## src/rtl/pht_counter_table.sv

```systemverilog
// Pattern-history table of saturating counters: one lookup port, one pipelined
// read-modify-write update port with forwarding, and an init sweep after reset/clear.
module pht_counter_table #(
  parameter int ADDR_WIDTH = 4,
  parameter int CTR_WIDTH  = 2,
  parameter int INIT_VALUE = (1 << (CTR_WIDTH - 1)) - 1
) (
  input  logic                  clk0,
  input  logic                  rst0,
  input  logic                  clear,
  output logic                  ready,
  input  logic                  lk_valid,
  input  logic [ADDR_WIDTH-1:0] lk_index,
  output logic                  lk_rvalid,
  output logic [CTR_WIDTH-1:0]  lk_ctr,
  output logic                  lk_taken,
  input  logic                  up_valid,
  input  logic [ADDR_WIDTH-1:0] up_index,
  input  logic                  up_taken
);

  localparam int RAM_DEPTH = 1 << ADDR_WIDTH;
  localparam logic [CTR_WIDTH-1:0] INIT_CTR = CTR_WIDTH'(INIT_VALUE);
  localparam logic [CTR_WIDTH-1:0] CTR_MAX  = '1;

  typedef enum logic {ST_INIT, ST_RUN} state_t;

  state_t                  state_q, state_d;
  logic [ADDR_WIDTH-1:0]   ptr_q;
  logic [CTR_WIDTH-1:0]    mem [RAM_DEPTH];

  logic                    accept_lk, accept_up;
  logic                    s1_valid, s1_taken;
  logic [ADDR_WIDTH-1:0]   s1_index;
  logic [CTR_WIDTH-1:0]    s1_rd;
  logic                    s2_valid, s2_taken;
  logic [ADDR_WIDTH-1:0]   s2_index;
  logic [CTR_WIDTH-1:0]    s2_ctr, s2_next;
  logic [ADDR_WIDTH-1:0]   lk_idx_q;
  logic [CTR_WIDTH-1:0]    lk_live, lk_hold;

  // ---------------- sweep FSM ----------------
  always_ff @(posedge clk0) begin
    if (rst0) state_q <= ST_INIT;
    else      state_q <= state_d;
  end

  // NOTE: every combinational output gets a default first so no path can infer a latch.
  always_comb begin
    state_d = state_q;
    case (state_q)
      ST_INIT: if (ptr_q == '1) state_d = ST_RUN;
      ST_RUN:  if (clear)       state_d = ST_INIT;
      default: state_d = ST_INIT;
    endcase
  end

  always_ff @(posedge clk0) begin
    if (rst0)                   ptr_q <= '0;
    else if (state_q == ST_INIT) ptr_q <= ptr_q + ADDR_WIDTH'(1);
    else if (clear)             ptr_q <= '0;
  end

  assign ready     = (state_q == ST_RUN);
  assign accept_lk = lk_valid && ready && !clear;
  assign accept_up = up_valid && ready && !clear;

  // ---------------- update datapath ----------------
  assign s1_rd   = (s2_valid && s2_index == s1_index) ? s2_next : mem[s1_index];
  assign lk_live = (s2_valid && s2_index == lk_idx_q) ? s2_next : mem[lk_idx_q];

  always_comb begin
    s2_next = s2_ctr;
    if (s2_taken) begin
      if (s2_ctr != CTR_MAX) s2_next = s2_ctr + CTR_WIDTH'(1);
    end else begin
      if (s2_ctr != '0)      s2_next = s2_ctr - CTR_WIDTH'(1);
    end
  end

  // NOTE: sequential state uses non-blocking assignments so all registers update from pre-edge values.
  always_ff @(posedge clk0) begin
    if (rst0) begin
      s1_valid  <= 1'b0;
      s1_taken  <= 1'b0;
      s1_index  <= '0;
      s2_valid  <= 1'b0;
      s2_taken  <= 1'b0;
      s2_index  <= '0;
      s2_ctr    <= '0;
      lk_rvalid <= 1'b0;
      lk_idx_q  <= '0;
      lk_hold   <= '0;
    end else begin
      s1_valid  <= accept_up;
      s1_taken  <= up_taken;
      s1_index  <= up_index;
      s2_valid  <= s1_valid && !clear;
      s2_taken  <= s1_taken;
      s2_index  <= s1_index;
      s2_ctr    <= s1_rd;
      lk_rvalid <= accept_lk;
      if (accept_lk) lk_idx_q <= lk_index;
      if (lk_rvalid) lk_hold  <= lk_live;
    end
  end

  // NOTE: the counter array has no reset; the sweep FSM initialises it instead.
  always_ff @(posedge clk0) begin
    if (!rst0) begin
      if (state_q == ST_INIT)
        mem[ptr_q] <= INIT_CTR;
      else if (s2_valid && !clear)
        mem[s2_index] <= s2_next;
    end
  end

  // Result is live while valid, otherwise the last delivered value is held.
  assign lk_ctr   = lk_rvalid ? lk_live : lk_hold;
  assign lk_taken = lk_ctr[CTR_WIDTH-1];

endmodule

```

## config.mk

```make
export PLATFORM = sky130hd
export DESIGN_NAME = pht_counter_table
export DESIGN_NICKNAME = d
export VERILOG_FILES = /design/src/rtl/pht_counter_table.sv
export SDC_FILE = /design/constraint.sdc
export NUM_CORES = 1
export LEC_CHECK = 0
export CAP_MARGIN = 20
export CORE_MARGIN = 2
export CORE_UTILIZATION = 28
export DETAILED_ROUTE_END_ITERATION = 8
export PLACE_DENSITY = 0.51
export SYNTH_ARGS = -nofsm -noshare
export SYNTH_HDL_FRONTEND = slang
export SYNTH_SLANG_ARGS = --single-unit
export TNS_END_PERCENT = 100
```

## constraint.sdc

```tcl
create_clock -name clk0 -period 4.1 [get_ports clk0]
set_input_delay 0.41 -clock clk0 [delete_from_list [all_inputs] [get_ports clk0]]
set_output_delay 0.41 -clock clk0 [all_outputs]
set_load 0.005 [all_outputs]
```

After elaboration in Yosys (flattened, before gate mapping):

Memory sizes are Yosys's and may differ from the RTL's. A register that Yosys moved wholly into a read port is not among the register bits.
Index checks and enable logic that the tools add are counted.

* memories kept: 1
* memory bits (writable): 32
* input port bits: 14
* flip-flop bits (word level): 26
* output and inout port bits: 5

Memory list
* mem: words 16, width 2, rd ports 2, clocked after Yosys merged registers in 2, write ports 1, RTL line 30 `logic [CTR_WIDTH-1:0] mem [RAM_DEPTH];`

* bitwise logic cells: 1
* reductions and logical operators: 11
* equal/unequal tests: 5
* add/sub/neg operators: 3
* mux-type cells: 24

Operators by type and width (count)
* two-way mux 4 bit: 6
* two-way mux 2 bit: 7
* two-way mux 1 bit: 10
* == test 4 bit: 2
* logical AND 1 bit: 8
* adder 4 x 1 -> 4 bit (second input constant): 1
* == test 4 bit (second input constant): 1
* inequality test 2 bit (second input constant): 2
* adder 2 x 1 -> 2 bit (second input constant): 1
* one-hot mux 1 bit (2 select lines): 1
* nonzero test 2 bit: 1
* OR reduction 2 bit: 1
* subtractor 2 x 1 -> 2 bit (second input constant): 1
* zero test 1 bit: 1
* NOT 1 bit: 1

Depth between registers and ports, before layout:

* depth in word-level cells: 8
* mapped depth: 6

Least setup slack after synthesis:

No wires, ideal clock.

* kind: register to output
* start: reg (tool-made name)
* end: out lk_ctr[1]
* setup slack: 2.166 ns
* required time: 3.690 ns
* stages on the path, launching flop included: 7
* arrival: 1.524 ns
* buffers on the path: 2
* path through: dfxtp_1 > buf_6 > mux4_2 > a22oi_1 > and3_1 > o31ai_1 > buf_4

RTL lines
* end, declared: RTL line 15 `output logic [CTR_WIDTH-1:0] lk_ctr,`

==> impl_metrics.toml <==
[worst_setup_path]
crit_fanout = 8
cp.arrival_ns = 2.52
crit_path_end_kind = "output pin"
crit_path_start_kind = "flop"
crit_required_ns = 3.69
critPathKind = "reg -> out"

[synth]
synth_edf_count = 32
synthCells = 233
syn_area_um2 = 2830
syn_nets = 248
synthFlopType = "edfxtp_1"
ys_seq_area_share_pct = 55.1
async_flop_share_pct = 0
ys_ff_latch = 62
ys_types = 38
ys.warnings.count = 0
syn_area_per_cell_um2 = 12.2

[clock_tree]
cts.hold.buffers_added = 0
clock_latency_ns = 0.34
root_buffer = "clkbuf_8"
post-cts-setup-buffers = 0
clock_path_buffers = 2
ctsResizeCount = 0
cts.sinks = 62
cts_tree = "yes"
cts_buffers = 9
clk_pin_slew_worst_paths_ns = 0.07
htree_levels = 3

[placed_design]
place.gp.congestion = 0.773
portBuffers = 18
hpwlAfterDp_um = 4520
placed_cells = 375

[sta]
final.period_utilization_pct = 71.4
rsz0062_at_grt = "false"
relSlewSlack_pct = 51.2
setup_viol = 0
post-route-min-period_ns = 2.93
hold_viol = 0
drv_slew = 0
setup-tns-final_ns = 0
worst_pin_slew_ns = 0.726
clock_skew_ns = 0.00995
timing.fmax_mhz = 342

[detailed_routing]
drt_iter0_drc = 117
wl_per_cell_um = 16.3
routed_wl_um = 6360
routed_via_density = 4.79
drcViolationCount = 0
dr.pass1.iters = 4
ant_nets = 0
via_count = 1873

[global_routing]
grt_pass1_wl_um = 10000
grt.overflow.total = 0
grt_pass1_vias = 1861
grtUsageTotal_pct = 12.2
antenna_found_initial = 0
grt_max_degree = 33

[pwr]
cellPowerDensity_nw_per_um2 = 369
irDropWorstVdd_mv = 0.171
p_leak_nw = 1.08
finalPower_mw = 1.22

[layout]
drive_above_1_share_pct = 12.8
fin_cells = 391
syn_to_final_growth_pct = 16.2
fin_nets = 268
nFillCells = 1032
n_antenna_cell = 0

[floorplan]
fp.dieArea_um2 = 10900
core_area_um2 = 9820
die_w_um = 105
initial_core_util_pct = 28.9
num_rows = 36
die_y_um = 105
ios = 19

[hold_path]
hp-class = "reg -> reg"

[status]
status = "completed"

[run]
maxCapViolations = 0
-- per-layer routing --
metal | routed length (um) | GRT usage [%]
met1 | 2820 | 15.3
met4 | 121 | 4.86
met3 | 372 | 3.81
met2 | 3050 | 19.8
met5 | 0 | 0
-- per-stage QoR --
stage,cell area [um^2],setup slack (ns),utilization (%),hold slack (ns)
6_report,3290,1.17,33.5,0.441
5_1_grt,3290,0.957,33.5,0.477
4_1_cts,3290,1.10,33.5,0.445
3_5_place_dp,3130,1.47,31.9,0.429
3_3_place_gp,3130,1.50,31.9,0.417
2_1_floorplan,2830,2.17,-,0.414
-- cell usage after synthesis (all sizes together) (3+ instances only) --
| cell | instances | area share (%) |
|---|---|---|
| a32oi | 4 | 1.2 |
| and3 | 4 | 0.88 |
| xor2 | 6 | 1.9 |
| and2 | 5 | 1.1 |
| nor2 | 25 | 3.3 |
| a22oi | 4 | 1.1 |
| dfxtp | 30 | 21 |
| clkbuf | 5 | 0.71 |
| nor2b | 15 | 3.3 |
| inv | 8 | 1.1 |
| a21oi | 12 | 2.1 |
| edfxtp | 32 | 34 |
| nor3 | 4 | 0.71 |
| o21ai | 4 | 0.71 |
| nand2 | 12 | 1.6 |
| a31oi | 5 | 1.1 |
| nand2b | 5 | 1.1 |
| buf | 5 | 1.4 |
| mux4 | 16 | 13 |
| nor3b | 6 | 1.6 |
| nand4b | 3 | 0.93 |
| nand3 | 8 | 1.4 |
-- area by class of cell --
cell class | instances | area (um^2) | area share [%]
Tap cell | 133 | 166 | 5.05
Timing Repair Buffer | 19 | 188 | 5.70
Clock buffer | 12 | 145 | 4.41
Clock inverter | 4 | 21.3 | 0.646
Multi-Input combinational cell | 153 | 1180 | 35.9
Sequential cell | 62 | 1560 | 47.4
Inverter | 8 | 30.0 | 0.912
-- worst max-delay path: stages (launching register included) --
cell and delay (ns):
dfxtp_1 0.64, mux4_2 0.57, a22oi_1 0.19, and3_1 0.24
o31ai_1 0.09, clkdlybuf4s50_1 0.45
-- sequential cells by signal (all words and copies together) (netlist names), 2 cells and up, named ones only --
register  flops
ptr_q         4
mem          32
lk_hold       2
s2_ctr        2
s2_index      4
s1_index      4
lk_idx_q      4
-- cell families (layout without fill, tap and decap cells) --
group	after synthesis	after routing	share of synthesized area, %
flops	62	62	55.1
mux	17	17	13.1
xor+xnor	8	8	2.47
compound gates	34	34	7.64
buf+inv	18	43	3.18
fa+ha+maj	3	3	1.15
simple gates	91	91	17.4
-- placed cells by master, fill, tap and decap left out, types with 2 or more instances in the layout --
cell type	count
edfxtp_1	32
dfxtp_1	30
nor2_1	25
clkdlybuf4s50_1	18
mux4_2	16
nor2b_1	15
nand2_1	12
a21oi_1	12
clkbuf_8	10
nand3_1	8
inv_1	8
xor2_1	6
nor3b_1	6
and2_1	5
a31oi_1	5
nand2b_1	5
a22oi_1	4
and3_1	4
nor3_1	4
a32oi_1	4
nand4b_1	3
clkinv_2	3
xnor2_1	2
maj3_1	2
o31ai_1	2
o21ai_0	2
o21ai_1	2
clkbuf_1	2
-- path summary, 6_finish.rpt --
path | to | slack [ns] | depth (start not counted) | start
min | s2_taken | 0.44 | 1 | s1_taken
max reg2reg | mem[2][0] | 2.08 | 4 | ready
max | lk_ctr[1] | 1.17 | 5 | flop
min reg2reg | s2_taken | 0.44 | 1 | s1_taken
-- power by group --
group          internal, mW  total [mW]  switching (mW)
registers             0.658       0.676          0.0177
logic                0.0398      0.0753          0.0354
clock network         0.233       0.466           0.232
Power figures use the tool's default switching activity.
